File: src/rtl/hc595_drv.sv
// hc595_drv: parallel-to-serial driver for a chain of hc595 shift/storage registers.
// Takes a WIDTH-bit word on start/ready, shifts it out on ser/srclk, then pulses rclk
// so the whole chain updates at once. oe_n stays high until the first latch completes.
// Optional build macro: HC595_DRV_LSB_FIRST_EN shifts data[0] first (default MSB first).
module hc595_drv #(
  parameter int unsigned WIDTH   = 8,
  parameter int unsigned CLK_DIV = 2
) (
  input  logic             clk,
  input  logic             rst_n,
  input  logic             start,
  input  logic [WIDTH-1:0] data,
  output logic             ready,
  output logic             done,
  output logic             ser,
  output logic             srclk,
  output logic             rclk,
  output logic             srclr_n,
  output logic             oe_n
);

  localparam int unsigned PH_W  = (CLK_DIV > 1) ? $clog2(CLK_DIV) : 1;
  localparam int unsigned IDX_W = (WIDTH > 1) ? $clog2(WIDTH) : 1;

  typedef enum logic [2:0] {
    IDLE,
    SHIFT_LO,
    SHIFT_HI,
    LATCH_SETUP,
    LATCH
  } state_t;

  state_t             state_q, state_d;
  logic [PH_W-1:0]    phase_q, phase_d;
  logic [IDX_W-1:0]   idx_q, idx_d;
  logic [WIDTH-1:0]   sr_q, sr_d, sr_shift;
  logic               phase_last, idx_last;
  logic               ser_d, ready_d, done_d, srclk_d, rclk_d;

`ifdef HC595_DRV_LSB_FIRST_EN
  localparam int unsigned HEAD = 0;
  assign sr_shift = sr_q >> 1;
`else
  localparam int unsigned HEAD = WIDTH - 1;
  assign sr_shift = sr_q << 1;
`endif

  assign phase_last = (phase_q == PH_W'(CLK_DIV - 1));
  assign idx_last   = (idx_q == IDX_W'(WIDTH - 1));

  // Next-state, datapath and next-output decode; outputs follow the state being entered
  always_comb begin
    state_d = state_q;
    phase_d = phase_last ? '0 : phase_q + PH_W'(1);
    idx_d   = idx_q;
    sr_d    = sr_q;
    ser_d   = ser;
    case (state_q)
      IDLE: begin
        phase_d = '0;
        if (start && ready) begin
          sr_d    = data;
          idx_d   = '0;
          ser_d   = data[HEAD];
          state_d = SHIFT_LO;
        end
      end
      SHIFT_LO: begin
        if (phase_last) state_d = SHIFT_HI;
      end
      SHIFT_HI: begin
        if (phase_last) begin
          if (idx_last) begin
            state_d = LATCH_SETUP;
          end else begin
            idx_d   = idx_q + IDX_W'(1);
            sr_d    = sr_shift;
            ser_d   = sr_shift[HEAD];
            state_d = SHIFT_LO;
          end
        end
      end
      LATCH_SETUP: begin
        if (phase_last) state_d = LATCH;
      end
      LATCH: begin
        if (phase_last) state_d = IDLE;
      end
      default: state_d = IDLE;
    endcase
    ready_d = (state_d == IDLE);
    srclk_d = (state_d == SHIFT_HI);
    rclk_d  = (state_d == LATCH);
    done_d  = (state_q == LATCH) && phase_last;
  end

  // State, datapath and registered outputs; srclr_n trails rst_n by one cycle
  always_ff @(posedge clk) begin
    if (!rst_n) begin
      state_q <= IDLE;
      phase_q <= '0;
      idx_q   <= '0;
      sr_q    <= '0;
      ready   <= 1'b1;
      done    <= 1'b0;
      ser     <= 1'b0;
      srclk   <= 1'b0;
      rclk    <= 1'b0;
      srclr_n <= 1'b0;
      oe_n    <= 1'b1;
    end else begin
      state_q <= state_d;
      phase_q <= phase_d;
      idx_q   <= idx_d;
      sr_q    <= sr_d;
      ready   <= ready_d;
      done    <= done_d;
      ser     <= ser_d;
      srclk   <= srclk_d;
      rclk    <= rclk_d;
      srclr_n <= 1'b1;
      if (done_d) oe_n <= 1'b0;
    end
  end

endmodule

File: config.mk
export PLATFORM = sky130hd
export DESIGN_NAME = hc595_drv
export DESIGN_NICKNAME = d
export VERILOG_FILES = /design/src/rtl/hc595_drv.sv
export SDC_FILE = /design/constraint.sdc
export NUM_CORES = 1
export LEC_CHECK = 0
export BUFFER_PORTS_ARGS = -buffer_cell sky130_fd_sc_hd__buf_4
export CORE_MARGIN = 8
export CORE_UTILIZATION = 35
export DETAILED_ROUTE_END_ITERATION = 8
export PLACE_DENSITY_LB_ADDON = 0.2
export SLEW_MARGIN = 20
export SYNTH_ARGS = -nofsm -noshare
export SYNTH_HDL_FRONTEND = slang
export SYNTH_SLANG_ARGS = --single-unit
File: constraint.sdc
create_clock -name clk -period 2 [get_ports clk]
set_input_delay 0.2 -clock clk [delete_from_list [all_inputs] [get_ports clk]]
set_output_delay 0.2 -clock clk [all_outputs]
set_load 0.1 [all_outputs]
==> results of run 1 <==
[worst max-delay path by stage]
stage / cells past startpoint / endpoint / slack, ps
floorplan: 5 / sr_q[4] / 60
global placement: 6 / sr_q[0] / 200
detailed placement: 6 / sr_q[0] / 140
CTS: 6 / sr_q[0] / 120
global route: 6 / sr_q[0] / 10
finish: 6 / sr_q[0] / 160
[layer usage]
metal | vias up | part of all wire | GRT usage
li1 | 370 | - | -
met1 | 346 | 0.46 | 0.0950
met2 | 12 | 0.48 | 0.149
met3 | 2 | 0.049 | 0.0245
met4 | 0 | 0.010 | 0.0384
met5 | - | 0 | 0
[through the flow]
step,util,worst slack [ps],std cells
global placement,0.409,203,140
detailed placement,0.409,139,140
finish,0.419,158,144
global route,0.419,10.1,144
floorplan,-,64.8,96
CTS,0.419,116,144
[layout by cell type (no fill, tap or decap), drive strengths merged, types with 2 or more instances in the layout]
cell,synthesis,layout
nor3b,2,2
inv,5,5
o211a,7,7
nand2,10,10
ha,2,2
nor2,4,4
dfxtp,21,21
a21boi,2,2
nand2b,2,2
or3,2,2
mux2i,9,9
o2bb2a,2,2
clkbuf,3,3
buf,3,19
o21a,3,3
a21oi,2,2
nor2b,7,7
[final cells by class]
type	count	area [sq um]	area share
Inverter	5	18.8	0.0167
Tap cell	31	38.8	0.0344
Clock inverter	1	5.00	0.00444
Clock buffer	3	22.5	0.0200
Sequential cell	21	420	0.373
Multi-Input combinational cell	64	478	0.424
Timing Repair Buffer	19	143	0.127
[cell usage after synthesis (all sizes together), types with 2 or more instances]
master | instances | area [sq um]
or3 | 2 | 22.5
o211a | 7 | 70.1
ha | 2 | 25.0
buf | 3 | 27.5
dfxtp | 21 | 420
inv | 5 | 18.8
nor2b | 7 | 43.8
nor2 | 4 | 15.0
mux2i | 9 | 90.1
clkbuf | 3 | 11.3
nor3b | 2 | 15.0
nand2b | 2 | 12.5
nand2 | 10 | 37.5
a21boi | 2 | 15.0
o2bb2a | 2 | 20.0
a21oi | 2 | 10.0
o21a | 3 | 22.5
[where the power goes]
part	leakage (nW)	total, mW	switching (mW)	internal (mW)
registers	0.172	0.471	0.0238	0.447
clock network	0.0177	0.203	0.129	0.0745
logic	0.326	0.182	0.108	0.0749
total	0.515	0.857	0.260	0.597
[logic make-up after synthesis]
logic type,Yosys count,synth area share
AO/OA/AOI/OAI,20,0.186
adder cells (fa/ha/maj),2,0.0262
buffers and inverters,11,0.0602
flip-flops,21,0.440
multiplexers,9,0.0942
AND/OR/NAND/NOR,33,0.194
==> flow_summary.yaml, run 1 <==
clocking:
  postCtsSetupRepairBufs: 0
  cts.sinks: 21
  cts_tree: "yes"
  htree_levels: 1
  clk_pin_slew_ps: 120
  clock-root-buffer: "clkbuf_4"
  cts_made_buffers: 3
  hold_buffers: 0
  insertion_delay_ps: 300
  cts_resized: 0
  cts_buffer_depth: 2
worst_setup_path:
  r2r_start: "idx_q[0]"
  crit_buf_inv: 0
  cp_cell_sequence: "ha_1 -> ha_1 -> or3_4 -> o22ai_4 -> mux2i_1 -> nor2b_1"
  critPathCaptureType: "flip-flop"
  r2r_cells: 6
  cpPeakStageDelay_ps: 360
  required_ps: 2200
  worst_path_max_delay_cell: "or3_4"
  worstPathArrival_ps: 2050
  crit_start: "idx_q[0]"
  critPathTopFamily: "simple AND/OR/NAND/NOR gates"
  r2r-end: "sr_q[0]"
  start_kind: "flip-flop"
  cp_common_cell: "ha_1"
  worstPathMaxFanout: 17
  critPathKind: "flip-flop to flip-flop"
  timing.reg2reg.setup_slack_ps: 160
timing:
  setup_viol: 0
  post-route-min-period_ps: 1840
  period_share: 0.921
  hold_viol: 0
  timing.hold.ws_ps: 141
  setup_tns_ps: 0
  slew_violations: 0
  fmax_ghz: 0.543
  worst_pin_slew_ps: 457
  skew_ps: 3.70
  slew_headroom: 0.695
  rsz0062_at_grt: "false"
cells_and_area:
  largest-register: "sr_q"
  nets: 127
  final_area_sq_mm: 0.00113
  n_antenna_cell: 0
  drive_gt1_frac: 0.230
  fillCellCount: 273
  reg_top3: "sr_q (7), idx_q (3), state_q (3)"
  area.growth.synth_to_final_pct: 17.8
  largest_reg_flops: 7
worst_hold_path:
  hold_path.class: "primary input to flip-flop"
  hp-start: "rst_n"
  holdPathStages: 1
  min_to: "srclr_n"
pwr:
  power.leakage_nw: 0.515
  ir_worst_vdd_mv: 0.467
  pwr_density_cell_mw_per_mm2: 761
  power_mw: 0.857
yosys:
  synth_seq_area_share: 0.440
  ys_ff_latch: 21
  synthesis.nets: 109
  syn_area_per_cell_sq_um: 9.96
  synthCells: 96
  ys_warn_count: 0
  synth_top_flop_cell: "dfxtp_1"
  synth.distinct_cells: 28
  synth-edff-count: 0
  netlist_area_sq_um: 956
  async_reset_ff_frac: 0
placed_design:
  port_buffers: 17
  hpwl_microns: 1310
  routabilityCongestion: 0.703
  post_dp_cell_area_sq_mm: 0.00110
run:
  drv_cap: 0
route:
  wirelength_microns: 1810
  drt_pass1_iterations: 4
  detail_route.iter0.violations: 20
  route.detailed.drc: 0
  wl_per_cell_microns: 12.6
  vias: 730
  ant_nets: 0
  viasPerCell: 5.07
grt:
  grt_pass1_wl_microns: 3130
  grt_usage: 0.0858
  grt_max_degree: 21
  grt_pass1_vias: 743
  grt_overflow_total: 0
  antenna_found_initial: 0
die:
  start_util: 0.356
  fp.dieArea_sq_mm: 0.00466
  die_h_microns: 68.3
  core_sq_mm: 0.00269
  ios: 18
  die_width_microns: 68.3
  row_count: 19
status:
  status: "finished clean"
Power figures use the tool's default switching activity.
==> run 2, diff against run 1 <==
- BUFFER_PORTS_ARGS: -buffer_cell sky130_fd_sc_hd__buf_4 -> -buffer_cell sky130_fd_sc_hd__buf_2
==> run 2 against run 1 <==
  * Via count fell by 3.0%
  * Global-route usage shrank 0.27 points
  * Maximum frequency decreased by 0.75%
  * Routed wire length down 5.2%
  * Largest cell class unchanged
  * Clock power grew 7%
  * Critical path type unchanged
  * Clock-buffer cell count unchanged
  * Register-to-register slack is essentially flat
  * Die area is the same
  * Sequential share of layout area up 1.4 points
  * Cell area decreased by 3.6%
  * Flip-flop and latch count unchanged
  * Cell count did not move
==> flow_summary.yaml, run 2 (synthesized netlist as in run 1, its figures left out) <==
cells_and_area:
  largest_reg_flops: 7
  drive_gt1_frac: 0.230
  mostFrequentLayoutCells: "dfxtp_1, buf_2, nand2_1"
  nets: 127
  final_common_cell: "dfxtp_1"
  reg_top3: "sr_q (7), idx_q (3), state_q (3)"
  area.growth.synth_to_final_pct: 13.6
  fillCellCount: 268
  final_util: 0.404
  largest-register: "sr_q"
  n_antenna_cell: 0
grt:
  grt_pass1_wl_microns: 2970
  grt_pass1_vias: 684
  antenna_found_initial: 0
  grt_max_degree: 21
  grt_overflow_total: 0
  grt_usage: 0.0831
clocking:
  clk_pin_slew_ps: 130
  htree_levels: 1
  clock-root-buffer: "clkbuf_4"
  cts_tree: "yes"
  postCtsSetupRepairBufs: 0
  insertion_delay_ps: 310
  hold_buffers: 0
  cts_made_buffers: 3
  cts_buffer_depth: 2
  cts.sinks: 21
  cts_resized: 0
worst_setup_path:
  crit_start: "idx_q[0]"
  required_ps: 2220
  critPathCaptureType: "flip-flop"
  r2r_start: "idx_q[0]"
  timing.reg2reg.setup_slack_ps: 140
  critPathKind: "flip-flop to flip-flop"
  worstPathArrival_ps: 2080
  worstPathMaxFanout: 17
  r2r-end: "sr_q[0]"
  r2r_cells: 6
  start_kind: "flip-flop"
  crit_end: "sr_q[0]"
timing:
  worst_pin_slew_ps: 487
  timing.hold.ws_ps: 180
  rsz0062_at_grt: "false"
  hold_viol: 0
  slew_headroom: 0.678
  setup_viol: 0
  post-route-min-period_ps: 1860
  slew_violations: 0
  period_share: 0.928
  fmax_ghz: 0.539
  skew_ps: 1.80
  setup_tns_ps: 0
route:
  vias: 708
  wirelength_microns: 1720
  detail_route.iter0.violations: 18
  drt_pass1_iterations: 4
  route.detailed.drc: 0
  wl_per_cell_microns: 11.9
  ant_nets: 0
  viasPerCell: 4.92
die:
  start_util: 0.356
  core_sq_mm: 0.00269
  fp.dieArea_sq_mm: 0.00466
  die_h_microns: 68.3
  row_count: 19
  die_width_microns: 68.3
  ios: 18
placed_design:
  port_buffers: 17
  hpwl_microns: 1220
  routabilityCongestion: 0.723
pwr:
  power.clock.fraction: 0.252
  p_sw_mw: 0.272
  pwr-share-comb: 0.201
  internal_power_mw: 0.589
  power_mw: 0.861
  ir_worst_vdd_mv: 0.568
  pwr-share-seq: 0.547
  power.leakage_nw: 0.499
  switching_share: 0.316
  pwr_density_cell_mw_per_mm2: 793
run:
  drv_cap: 0
worst_hold_path:
  hold_path.class: "primary input to flip-flop"
status:
  status: "finished clean"
run 2: cell types whose count changed in the layout (fill, tap and decap cells not counted), sizes merged:
cell      before  now
clkinv         1    0
clkinvlp       0    1
run 2: routing by layer:
metal	routed length [microns]	share of wire	GRT usage	vias to the layer above
li1	-	-	-	370
met1	834	0.49	0.0883	322
met2	750	0.44	0.140	14
met3	113	0.066	0.0458	2
met4	17	0.0099	0.0230	0
met5	0	0	0	-
run 2: worst min path at each step:
stage                     cells past startpoint  endpoint  start
after floorplan                               0   srclr_n  rst_n
after global placement                        2      oe_n   oe_n
after detailed placement                      2      oe_n   oe_n
after CTS                                     1   srclr_n  rst_n
after global routing                          1   srclr_n  rst_n
final                                         1   srclr_n  rst_n
run 2: worst max-delay path, cell delays in order, from the launching register on:
cell     delay (ps)
dfxtp_1         350
ha_1            200
ha_1            180
or3_4           360
o22ai_4         390
mux2i_1         230
nor2b_1          50
run 2: per-stage QoR:
| stage | cell area [sq um] | instances | setup WS, ps |
|---|---|---|---|
| 2_1_floorplan | 956 | 96 | 64.8 |
| 3_3_place_gp | 1060 | 140 | 200 |
| 3_5_place_dp | 1060 | 140 | 145 |
| 4_1_cts | 1090 | 144 | 127 |
| 5_1_grt | 1090 | 144 | 1.83 |
| 6_report | 1090 | 144 | 144 |
run 2: area by class of cell:
type,instances,area (sq um),area share
Tap cell,31,38.8,0.0357
Multi-Input combinational cell,64,478,0.440
Sequential cell,21,420,0.387
Timing Repair Buffer,19,100,0.0922
Clock buffer,3,22.5,0.0207
Clock inverter,1,7.51,0.00691
Inverter,5,18.8,0.0173
run 2: power by group through the flow:
stage          logic, mW  clock network [mW]  registers (mW)
2_1_floorplan      0.108                   0           0.519
3_3_place_gp       0.172                   0           0.480
3_5_place_dp       0.174                   0           0.481
4_1_cts            0.174               0.226           0.471
5_1_grt            0.187               0.248           0.476
6_report           0.173               0.217           0.471
==> run 3, diff against run 2 <==
- clock period: 2 -> 1.55 ns (I/O delays scaled with it)
==> run 3 against run 2 <==
  * The run now ends with negative setup slack left
  * Total power grew 29%
  * Routed wire length grew 8.1%
  * Flip-flop and latch count is the same
  * Clock skew about the same
  * Largest cell class unchanged
  * Critical path type unchanged
  * Maximum frequency is 11% higher
  * Clock-buffer cell count up 1
==> flow_summary.yaml, run 3 (synthesized netlist as in run 1, its figures left out) <==
cells_and_area:
  final_common_cell: "dfxtp_1"
  nets: 132
  reg_top3: "sr_q (7), idx_q (3), state_q (3)"
  n_antenna_cell: 0
  fillCellCount: 278
  final_util: 0.432
  final_area_sq_mm: 0.00116
  mostFrequentLayoutCells: "dfxtp_1, buf_2, nand2_1"
  largest-register: "sr_q"
  instances_no_fill: 149
  largest_reg_flops: 7
  area.growth.synth_to_final_pct: 21.5
  drive_gt1_frac: 0.297
timing:
  slew_violations: 0
  worst_pin_slew_ps: 493
  fin_ws_ps: -130
  rsz0062_at_grt: "true"
  setup_tns_ps: -1030
  setup_viol: 11
  slew_headroom: 0.673
  hold_viol: 0
  post-route-min-period_ps: 1680
  period_share: 1.08
  skew_ps: 1.99
  fmax_ghz: 0.595
route:
  wl_per_cell_microns: 12.4
  ant_nets: 0
  detail_route.iter0.violations: 29
  viasPerCell: 4.85
  wirelength_microns: 1850
  vias: 722
  route.detailed.drc: 0
  drt_pass1_iterations: 4
placed_design:
  post_dp_cell_area_sq_mm: 0.00113
  hpwl_microns: 1440
  preCtsSetupSlack_ps: -125
  placedCellCount: 145
  routabilityCongestion: 0.726
  port_buffers: 17
worst_setup_path:
  start_kind: "flip-flop"
  r2r_cells: 7
  critPathCaptureType: "flip-flop"
  critPathKind: "flip-flop to flip-flop"
  worstPathArrival_ps: 1880
  required_ps: 1750
  worstPathMaxFanout: 14
grt:
  grt_pass1_wl_microns: 3160
  grt_overflow_total: 0
  grt_usage: 0.0896
  grt_max_degree: 21
  antenna_found_initial: 0
  grt_pass1_vias: 744
status:
  status: "finished, violations left"
  violations: "negative setup slack"
die:
  core_sq_mm: 0.00269
  row_count: 19
  start_util: 0.356
  ios: 18
  die_h_microns: 68.3
  fp.dieArea_sq_mm: 0.00466
  die_width_microns: 68.3
clocking:
  htree_levels: 1
  cts_buffer_depth: 2
  cts_resized: 0
  cts_made_buffers: 3
  postCtsSetupRepairBufs: 0
  hold_buffers: 0
  cts_tree: "yes"
  clk_pin_slew_ps: 110
  insertion_delay_ps: 290
  cts.sinks: 21
  clock-root-buffer: "clkbuf_4"
run:
  drv_cap: 0
worst_hold_path:
  holdPathStages: 1
  hold_path.class: "primary input to flip-flop"
pwr:
  power.leakage_nw: 0.526
  ir_worst_vdd_mv: 0.615
  pwr_density_cell_mw_per_mm2: 953
[run 3: cell count changes in the layout (fill, tap and decap cells not counted), sizes merged]
cell / change
buf: +5
clkbuf: +1
clkinvlp: -1
[run 3: cell type report]
cell class | instances | area (sq um) | area share
well taps | 31 | 38.8 | 0.0334
multi-input cells | 64 | 503 | 0.433
flip-flops and latches | 21 | 424 | 0.365
inverters | 5 | 18.8 | 0.0162
repair buffers | 24 | 150 | 0.129
clock buffers | 4 | 26.3 | 0.0226
[run 3: worst paths after layout]
path,to,start,slack [ps]
hold / removal,srclr_n,rst_n,160
setup reg to reg,ser,idx_q[1],-130
setup / recovery,ser,idx_q[1],-130
hold reg to reg,oe_n,oe_n,460
[run 3: worst max-delay path: stages (launching register included)]
cell,delay (ps)
dfxtp_2,350
ha_4,160
ha_4,150
or3_4,390
o22ai_4,200
buf_12,170
nand2_1,50
o211a_1,120
[run 3: per-stage QoR]
stage                     power [mW]  hold WS [ps]
after global routing            1.18           163
after detailed placement       0.872           439
after floorplan                0.810           183
after global placement         0.865           429
final                           1.11           164
after CTS                       1.13           150
[run 3: what timing repair did]
action | in CTS | in global routing
pin swaps | 1 | 0
setup endpoints to repair | 11 | 11
endpoints found under the hold margin | 0 | 0
[run 3: power breakdown]
group	internal [mW]	leakage, nW	switching [mW]
clock	0.100	0.0150	0.150
combinational	0.104	0.339	0.153
sequential	0.578	0.173	0.0216
total	0.782	0.526	0.325
[run 3: per-layer routing]
layer  wire length (microns)  GRT usage
met1                     865      0.101
met2                     896      0.151
met3                      71     0.0196
met4                      20     0.0537
met5                       0          0
